==> config.mk <==
export PLATFORM = sky130hd
export DESIGN_NAME = cc_cond_unit
export DESIGN_NICKNAME = d
export VERILOG_FILES = /design/src/rtl/cc_cond_unit_pkg.sv /design/src/rtl/cc_cond_unit_cond_eval.sv /design/src/rtl/cc_cond_unit.sv
export SDC_FILE = /design/constraint.sdc
export NUM_CORES = 1
export LEC_CHECK = 0
export BUFFER_PORTS_ARGS = -buffer_cell sky130_fd_sc_hd__clkbuf_2
export CORE_AREA = 2 2 39 41
export DETAILED_ROUTE_END_ITERATION = 10
export DIE_AREA = 0 0 41 43
export GPL_TIMING_DRIVEN = 0
export HOLD_SLACK_MARGIN = 0.12
export PLACE_DENSITY = 0.54
export SETUP_SLACK_MARGIN = 0.2
export SLEW_MARGIN = 20
export SYNTH_ARGS = -nofsm -noshare
export SYNTH_HDL_FRONTEND = slang
export SYNTH_SLANG_ARGS = --single-unit
==> constraint.sdc <==
create_clock -name clk -period 1.8 [get_ports clk]
set_input_delay 0.09 -clock clk [delete_from_list [all_inputs] [get_ports clk]]
set_output_delay 0.09 -clock clk [all_outputs]
set_load 0.01 [all_outputs]
==> src/rtl/cc_cond_unit_pkg.sv <==
`default_nettype none
// ============================================================================
// Module      : cc_cond_unit_pkg
// Description : Shared y86 constants for the condition-code unit.
// Revision    : 1.0 - initial release
// ============================================================================
package cc_cond_unit_pkg;

  localparam logic [3:0] IOPQ    = 4'h6;
  localparam logic [3:0] IJXX    = 4'h7;
  localparam logic [3:0] ICMOVXX = 4'h2;

  localparam logic [3:0] C_YES = 4'h0;
  localparam logic [3:0] C_LE  = 4'h1;
  localparam logic [3:0] C_L   = 4'h2;
  localparam logic [3:0] C_E   = 4'h3;
  localparam logic [3:0] C_NE  = 4'h4;
  localparam logic [3:0] C_GE  = 4'h5;
  localparam logic [3:0] C_G   = 4'h6;

  localparam int OF_BIT = 0;
  localparam int SF_BIT = 1;
  localparam int ZF_BIT = 2;

  // Bit order {ZF,SF,OF}: reset value sets ZF only.
  localparam logic [2:0] CC_RESET_VAL = 3'b100;

endpackage : cc_cond_unit_pkg
`default_nettype wire

==> src/rtl/cc_cond_unit_cond_eval.sv <==
`default_nettype none
// ============================================================================
// Module      : cc_cond_unit_cond_eval
// Description : Combinational jXX/cmovXX condition evaluation from CC.
// Revision    : 1.0 - initial release
// ============================================================================
module cc_cond_unit_cond_eval
  import cc_cond_unit_pkg::*;
(
  input  logic [2:0] cc,
  input  logic [3:0] ifun,
  output logic       cnd,
  output logic       bad
);

  logic w_zf;
  logic w_lt;

  assign w_zf = cc[ZF_BIT];
  assign w_lt = cc[SF_BIT] ^ cc[OF_BIT];

  always_comb begin
    cnd = 1'b0;
    bad = 1'b0;
    case (ifun)
      C_YES:   cnd = 1'b1;
      C_LE:    cnd = w_lt | w_zf;
      C_L:     cnd = w_lt;
      C_E:     cnd = w_zf;
      C_NE:    cnd = ~w_zf;
      C_GE:    cnd = ~w_lt;
      C_G:     cnd = ~w_lt & ~w_zf;
      default: bad = 1'b1;
    endcase
  end

endmodule : cc_cond_unit_cond_eval
`default_nettype wire

==> src/rtl/cc_cond_unit.sv <==
`default_nettype none
// ============================================================================
// Module      : cc_cond_unit
// Description : Condition-code register, condition evaluation and staged Cnd.
// Revision    : 1.0 - initial release
// ============================================================================
module cc_cond_unit
  import cc_cond_unit_pkg::*;
#(
  parameter logic [2:0] CC_RESET     = CC_RESET_VAL,
  parameter logic [3:0] ICODE_OPQ    = IOPQ,
  parameter logic [3:0] ICODE_JXX    = IJXX,
  parameter logic [3:0] ICODE_CMOVXX = ICMOVXX
)(
  input  logic       clk,
  input  logic       rst_n,
  input  logic [3:0] icode,
  input  logic [3:0] ifun,
  input  logic [2:0] flag,
  input  logic       cc_hold,
  input  logic       m_stall,
  input  logic       m_bubble,
  output logic [2:0] cc,
  output logic       cnd,
  output logic       bad_cond,
  output logic       m_cnd
);

  logic [2:0] r_cc;
  logic       r_m_cnd;
  logic       w_cc_upd;
  logic       w_is_cond;
  logic       w_eval_cnd;
  logic       w_eval_bad;

  assign w_cc_upd  = (icode == ICODE_OPQ) & ~cc_hold;
  assign w_is_cond = (icode == ICODE_JXX) | (icode == ICODE_CMOVXX);

  // Evaluated from the registered CC only; no bypass from the live flags.
  cc_cond_unit_cond_eval u_cond_eval (
    .cc   (r_cc),
    .ifun (ifun),
    .cnd  (w_eval_cnd),
    .bad  (w_eval_bad)
  );

  assign cnd      = w_is_cond & w_eval_cnd;
  assign bad_cond = w_is_cond & w_eval_bad;
  assign cc       = r_cc;
  assign m_cnd    = r_m_cnd;

  always_ff @(posedge clk or negedge rst_n) begin
    if (!rst_n) begin
      r_cc <= CC_RESET;
    end else if (w_cc_upd) begin
      r_cc <= {flag[ZF_BIT], flag[SF_BIT], flag[OF_BIT]};
    end
  end

  // Bubble takes priority over stall.
  always_ff @(posedge clk or negedge rst_n) begin
    if (!rst_n) begin
      r_m_cnd <= 1'b0;
    end else if (m_bubble) begin
      r_m_cnd <= 1'b0;
    end else if (!m_stall) begin
      r_m_cnd <= cnd;
    end
  end

endmodule : cc_cond_unit
`default_nettype wire

==> results of run 1 <==
flip-flops by register name, summed over array words and instances (netlist names):
register / flops
m_cnd: 1
cc: 3
final timing paths:
kind / from / end / cells after the start
min reg2reg: m_cnd$_DFFE_PN0P_ / m_cnd$_DFFE_PN0P_ / 2
max in group asynchronous: rst_n / cc[2]$_DFFE_PN1P_ / 2
max: cc[2]$_DFFE_PN1P_ / cnd / 5
min: rst_n / cc[1]$_DFFE_PN0P_ / 2
max reg2reg: cc[2]$_DFFE_PN1P_ / m_cnd$_DFFE_PN0P_ / 4
min in group clk: ifun[3] / m_cnd$_DFFE_PN0P_ / 3
Yosys cell counts (all sizes together):
| cell type | instances | area share |
|---|---|---|
| o221ai | 1 | 0.032 |
| dfrtp | 3 | 0.28 |
| inv | 1 | 0.014 |
| a311o | 1 | 0.037 |
| nand3b | 2 | 0.056 |
| mux2 | 3 | 0.12 |
| o21ai | 1 | 0.019 |
| nor2b | 1 | 0.023 |
| or3 | 1 | 0.023 |
| nor2 | 3 | 0.042 |
| o41ai | 1 | 0.060 |
| nand2b | 1 | 0.023 |
| a31oi | 2 | 0.069 |
| and4b | 1 | 0.037 |
| dfstp | 1 | 0.097 |
| xnor2 | 2 | 0.065 |
cell type report:
type / instances / area, µm²
Sequential cell: 4 / 101
Inverter: 1 / 3.75
Fill cell: 140 / 895
Multi-Input combinational cell: 20 / 173
Clock buffer: 4 / 26.3
Timing Repair Buffer: 27 / 165
Tap cell: 16 / 20.0
stage by stage:
step / hold slack, ns / worst slack (ns) / std cells / total power [mW]
after detailed placement: -0.0978 / 0.456 / 62 / 0.238
after global placement: -0.0981 / 0.474 / 62 / 0.236
final: 0.185 / 0.304 / 72 / 0.378
after CTS: 0.183 / 0.227 / 72 / 0.375
after global routing: 0.200 / 0.209 / 72 / 0.406
after floorplan: -0.206 / 0.529 / 25 / 0.189
metal layers:
layer | vias to the layer above | part of all wire
met2 | 23 | 0.41
met5 | - | 0
met3 | 0 | 0.12
met1 | 140 | 0.46
met4 | 0 | 0
li1 | 157 | -
power by group through the flow:
stage | Combinational, mW | Sequential (mW) | Clock [mW]
finish | 0.126 | 0.130 | 0.122
CTS | 0.120 | 0.127 | 0.128
floorplan | 0.0563 | 0.133 | 0
detailed placement | 0.110 | 0.128 | 0
global placement | 0.109 | 0.127 | 0
global route | 0.136 | 0.134 | 0.136
kinds of logic after synthesis:
family / after synthesis
flops: 4
buf+inv: 1
mux: 3
xor+xnor: 2
simple gates: 9
compound gates: 6
cell usage in the layout, fill, tap and decap left out:
| master | n |
|---|---|
| xnor2_1 | 1 |
| or3_1 | 1 |
| clkbuf_2 | 20 |
| xnor2_2 | 1 |
| inv_1 | 1 |
| and4b_1 | 1 |
| buf_2 | 1 |
| dfstp_2 | 1 |
| dfrtp_1 | 3 |
| nand3b_1 | 2 |
| mux2_2 | 2 |
| mux2_1 | 1 |
| a31oi_2 | 1 |
| nor2b_1 | 1 |
| dlygate4sd3_1 | 6 |
| clkbuf_4 | 3 |
| a31oi_1 | 1 |
| nor2_1 | 3 |
| o221ai_1 | 1 |
| o41ai_2 | 1 |
| nand2b_1 | 1 |
| a311o_1 | 1 |
| o21ai_0 | 1 |
| clkbuf_1 | 1 |
repair_timing:
action | in CTS | in global routing
resized for setup | 0 | 2
hold buffers | 6 | 0
setup endpoints to repair | 0 | 1
hold endpoints to repair | 8 | 0
==> impl_metrics.ini, run 1 <==
[run_status]
outcome = finished, final reports clean

[clock_network]
cts_setup_buffers = 0
cts_tree = done
cts_sinks = 4
worst_skew_pair.late_latency_ns = 0.24
cts_buffers = 3
cts_buffer_depth = 2
cts_root_buffer = clkbuf_4
htreeDepth = 1
clk_pin_slew_ns = 0.04

[place]
hpwl_um = 586
gp_congestion = 0.607
port_buffers = 21
place_area_um2 = 395

[yosys]
syn_avg_cell_area_um2 = 10.8
synth-xor-area-share = 0.0648
synthDistinctLibCells = 18
synth.area.mux_share = 0.125
syn_area_um2 = 270
synthAdderAreaFrac = 0
ys_warn_count = 0
synth_fp_nets = 41
synth-simple-area-share = 0.204
synth_top_family_by_area = compound AO/OA/AOI/OAI gates
ys_ff_latch = 4
ys_seq_area_frac = 0.375
synthCells = 25
synth_compound_area_frac = 0.218

[sta]
timing.final.crit_share = 0.831
tightest_slew_ns = 0.261
clock_skew_ns = 0.00448
fmax_ghz = 0.668
rsz0062_at_grt = no
fin_crit_ns = 1.50
setup_viol = 0
finalHoldViolCount = 0
max_slew_margin = 0.824
tns_ns = 0
final_max_slew_viol_count = 0

[power_and_ir_drop]
switchingPower_uw = 112
powerDensity_nw_per_um2 = 772
clock_power_share = 0.323
swShare = 0.298
p_int_uw = 265
max-vdd-ir-drop_mv = 0.325
p_seq_frac = 0.344
comb_power_share = 0.333
p_leak_nw = 0.241

[global_route]
grtUsageMet2 = 0.122
grt_usage = 0.0846
grt_overflow = 0
met3_usage = 0.0366
met1_usage = 0.0942
grt_max_degree = 6
grt_busiest_layer = met2
grt_pass1_wl_um = 966
antenna_found_initial = 0
grt_pass1_vias = 263

[floorplanning]
core_um2 = 1380
die_x_um = 41
ios = 22
initial_core_util = 0.195
die_h_um = 43
dieArea_um2 = 1760
rows = 14

[critical_path]
r2r_setup_slack_ns = 0.49
critPathArrivalTime_ns = 1.41
required_ns = 1.71
path_cells = or3_1, o221ai_1, a31oi_2, nor2_1, buf_2
cp-end-kind = primary output
crit_buf_inv = 1
crit_type = reg2out
cp_max_fo = 5
crit_path_start_kind = register
path_delay_family = flip-flops
cp_slowest_cell = dfstp_2
cpPeakStageDelay_ns = 0.55

[layout]
area_growth_pct = 81.0
final_layout_size_suffix_gt1_frac = 0.536
antenna_cells = 0
design_area_um2 = 489
nets = 73
final_util = 0.354

[route]
dr.pass1.iters = 4
route.antenna.remaining_nets = 0
wl_per_cell_um = 9.86
drtIter0Drc = 7
drc = 0
vias = 320
wirelength_um = 710
routed_via_density = 4.44

[hold_path]
min_path_type = in2async

[job]
drv_cap = 0
Power figures use the tool's default switching activity.
==> run 2: changes to the inputs <==
--- a/config.mk
+++ b/config.mk
@@ -11,7 +11,7 @@
 export DIE_AREA = 0 0 41 43
 export GPL_TIMING_DRIVEN = 0
 export HOLD_SLACK_MARGIN = 0.12
-export PLACE_DENSITY = 0.54
+export PLACE_DENSITY = 0.56
 export SETUP_SLACK_MARGIN = 0.2
 export SLEW_MARGIN = 20
 export SYNTH_ARGS = -nofsm -noshare
==> constraint.sdc (replaced) <==
create_clock -name clk -period 1.3 [get_ports clk]
set_input_delay 0.065 -clock clk [delete_from_list [all_inputs] [get_ports clk]]
set_output_delay 0.065 -clock clk [all_outputs]
set_load 0.01 [all_outputs]
==> run 2 against run 1 <==
Effect of this change: the run now ends with setup timing left; count of clock-buffer cells in the layout unchanged; clock skew increased by 0.00060 ns; cell area increased by 7.2%; combinational power increased by 63%; cell count increased by 2.8%; core utilization increased by 2.5 points; flip-flop and latch count unchanged; clock power increased by 37%.
==> impl_metrics.ini, run 2 (synthesized netlist as in run 1, its figures left out) <==
[run_status]
outcome = finished with violations
violations = setup timing

[sta]
setup_viol = 2
fmax_ghz = 0.681
timing.final.crit_share = 1.13
tightest_slew_ns = 0.231
max_slew_margin = 0.844
tns_ns = -0.233
finalHoldViolCount = 0
clock_skew_ns = 0.00509
rsz0062_at_grt = yes
fin_crit_ns = 1.47
setup_slack_ns = -0.169
final_max_slew_viol_count = 0

[global_route]
grt_pass1_wl_um = 1100
antenna_found_initial = 0
grt_pass1_vias = 293
grt_usage = 0.0960
grt_overflow = 0
grt_max_degree = 6

[route]
vias = 322
drc = 0
wirelength_um = 685
wl_per_cell_um = 9.26
dr.pass1.iters = 1
route.antenna.remaining_nets = 0
routed_via_density = 4.35
drtIter0Drc = 0

[layout]
final_common_cell = clkbuf_2
nets = 75
fill_cells = 162
largest_reg_flops = 3
antenna_cells = 0
instances_no_fill = 74
area_growth_pct = 94.0
final_layout_size_suffix_gt1_frac = 0.586
final_cell_mix = 20 x clkbuf_2, 6 x dlygate4sd3_1, 3 x nor2_1, 3 x dfrtp_1, 3 x clkbuf_4

[place]
dp.cells = 62
hpwl_um = 556
port_buffers = 21
gp_congestion = 0.581
dp_slack_ns = 0.0187

[clock_network]
htreeDepth = 1
cts_buffer_depth = 2
cts_sinks = 4
clk_pin_slew_ns = 0.04
cts_root_buffer = clkbuf_4
cts_buffers = 3
worst_skew_pair.late_latency_ns = 0.23
cts_tree = done

[critical_path]
path_cells = or3_1, o221ai_2, a31oi_2, nor2_1, clkbuf_2
critPathArrivalTime_ns = 1.40
cp-end-kind = primary output
cp_slowest_cell = dfstp_2
cp_max_fo = 5
required_ns = 1.24
cpPeakStageDelay_ns = 0.57
crit_type = reg2out
crit_path_start_kind = register

[power_and_ir_drop]
p_leak_nw = 0.258
max-vdd-ir-drop_mv = 0.524
powerDensity_nw_per_um2 = 1060
power.total_uw = 556

[floorplanning]
core_um2 = 1380
rows = 14
initial_core_util = 0.195
die_h_um = 43
die_x_um = 41
ios = 22
dieArea_um2 = 1760

[job]
drv_cap = 0

[hold_path]
min_path_type = in2async
[run 2: cell types whose count changed in the layout (fill, tap and decap cells not counted), sizes merged]
cell and change:
buf +2
[run 2: per-stage QoR]
| stage | hold slack [ns] | util | area [µm²] |
|---|---|---|---|
| after floorplan | -0.231 | - | 277 |
| after global placement | -0.123 | 0.290 | 402 |
| after detailed placement | -0.121 | 0.290 | 402 |
| after CTS | 0.157 | 0.369 | 510 |
| after global routing | 0.180 | 0.379 | 524 |
| final | 0.173 | 0.379 | 524 |
[run 2: area by class of cell]
cell class	instances	area, µm²	share of cell area
clock buffer	4	26.3	0.0501
tap	16	20.0	0.0382
multi-input combinational	20	186	0.356
timing repair buffer	29	186	0.356
sequential	4	101	0.193
inverter	1	3.75	0.00716
[run 2: path summary, 6_finish.rpt]
check                                  startpoint                 to  slack [ns]  cells past startpoint
worst max register to register  cc[2]$_DFFE_PN1P_  m_cnd$_DFFE_PN0P_       -0.06                      4
worst min register to register  m_cnd$_DFFE_PN0P_  m_cnd$_DFFE_PN0P_        0.51                      2
min in group clk                          ifun[3]  m_cnd$_DFFE_PN0P_        0.26                      4
worst max-delay path            cc[2]$_DFFE_PN1P_                cnd       -0.17                      5
max in group asynchronous                   rst_n  cc[2]$_DFFE_PN1P_        0.91                      2
worst min-delay path                        rst_n  m_cnd$_DFFE_PN0P_        0.17                      2
[run 2: routing by layer]
layer | GRT usage | vias to the layer above | wire, µm
met2 | 0.134 | 10 | 378
met1 | 0.111 | 150 | 255
li1 | - | 162 | -
met3 | 0.0157 | 0 | 50
met4 | 0.100 | 0 | 0
met5 | 0 | - | 0
[run 2: what timing repair did]
action / 4_1_cts / 5_1_grt
endpoints found under the hold margin: 8 / 0
resized for setup: 1 / 3
buffers inserted: 2 / 0
endpoints found under the setup margin: 2 / 3
hold buffers: 6 / 0
[run 2: power by group]
| part | total, mW | switching, mW | internal [mW] |
|---|---|---|---|
| sequential | 0.184 | 0.0309 | 0.153 |
| clock | 0.167 | 0.0513 | 0.115 |
| combinational | 0.205 | 0.0821 | 0.123 |
[run 2: worst max-delay path: cells and delay by family (launching register included)]
kind	cells	cell delay, ns
flops	1	0.57
buf+inv	1	0.12
compound gates	2	0.27
simple gates	2	0.20
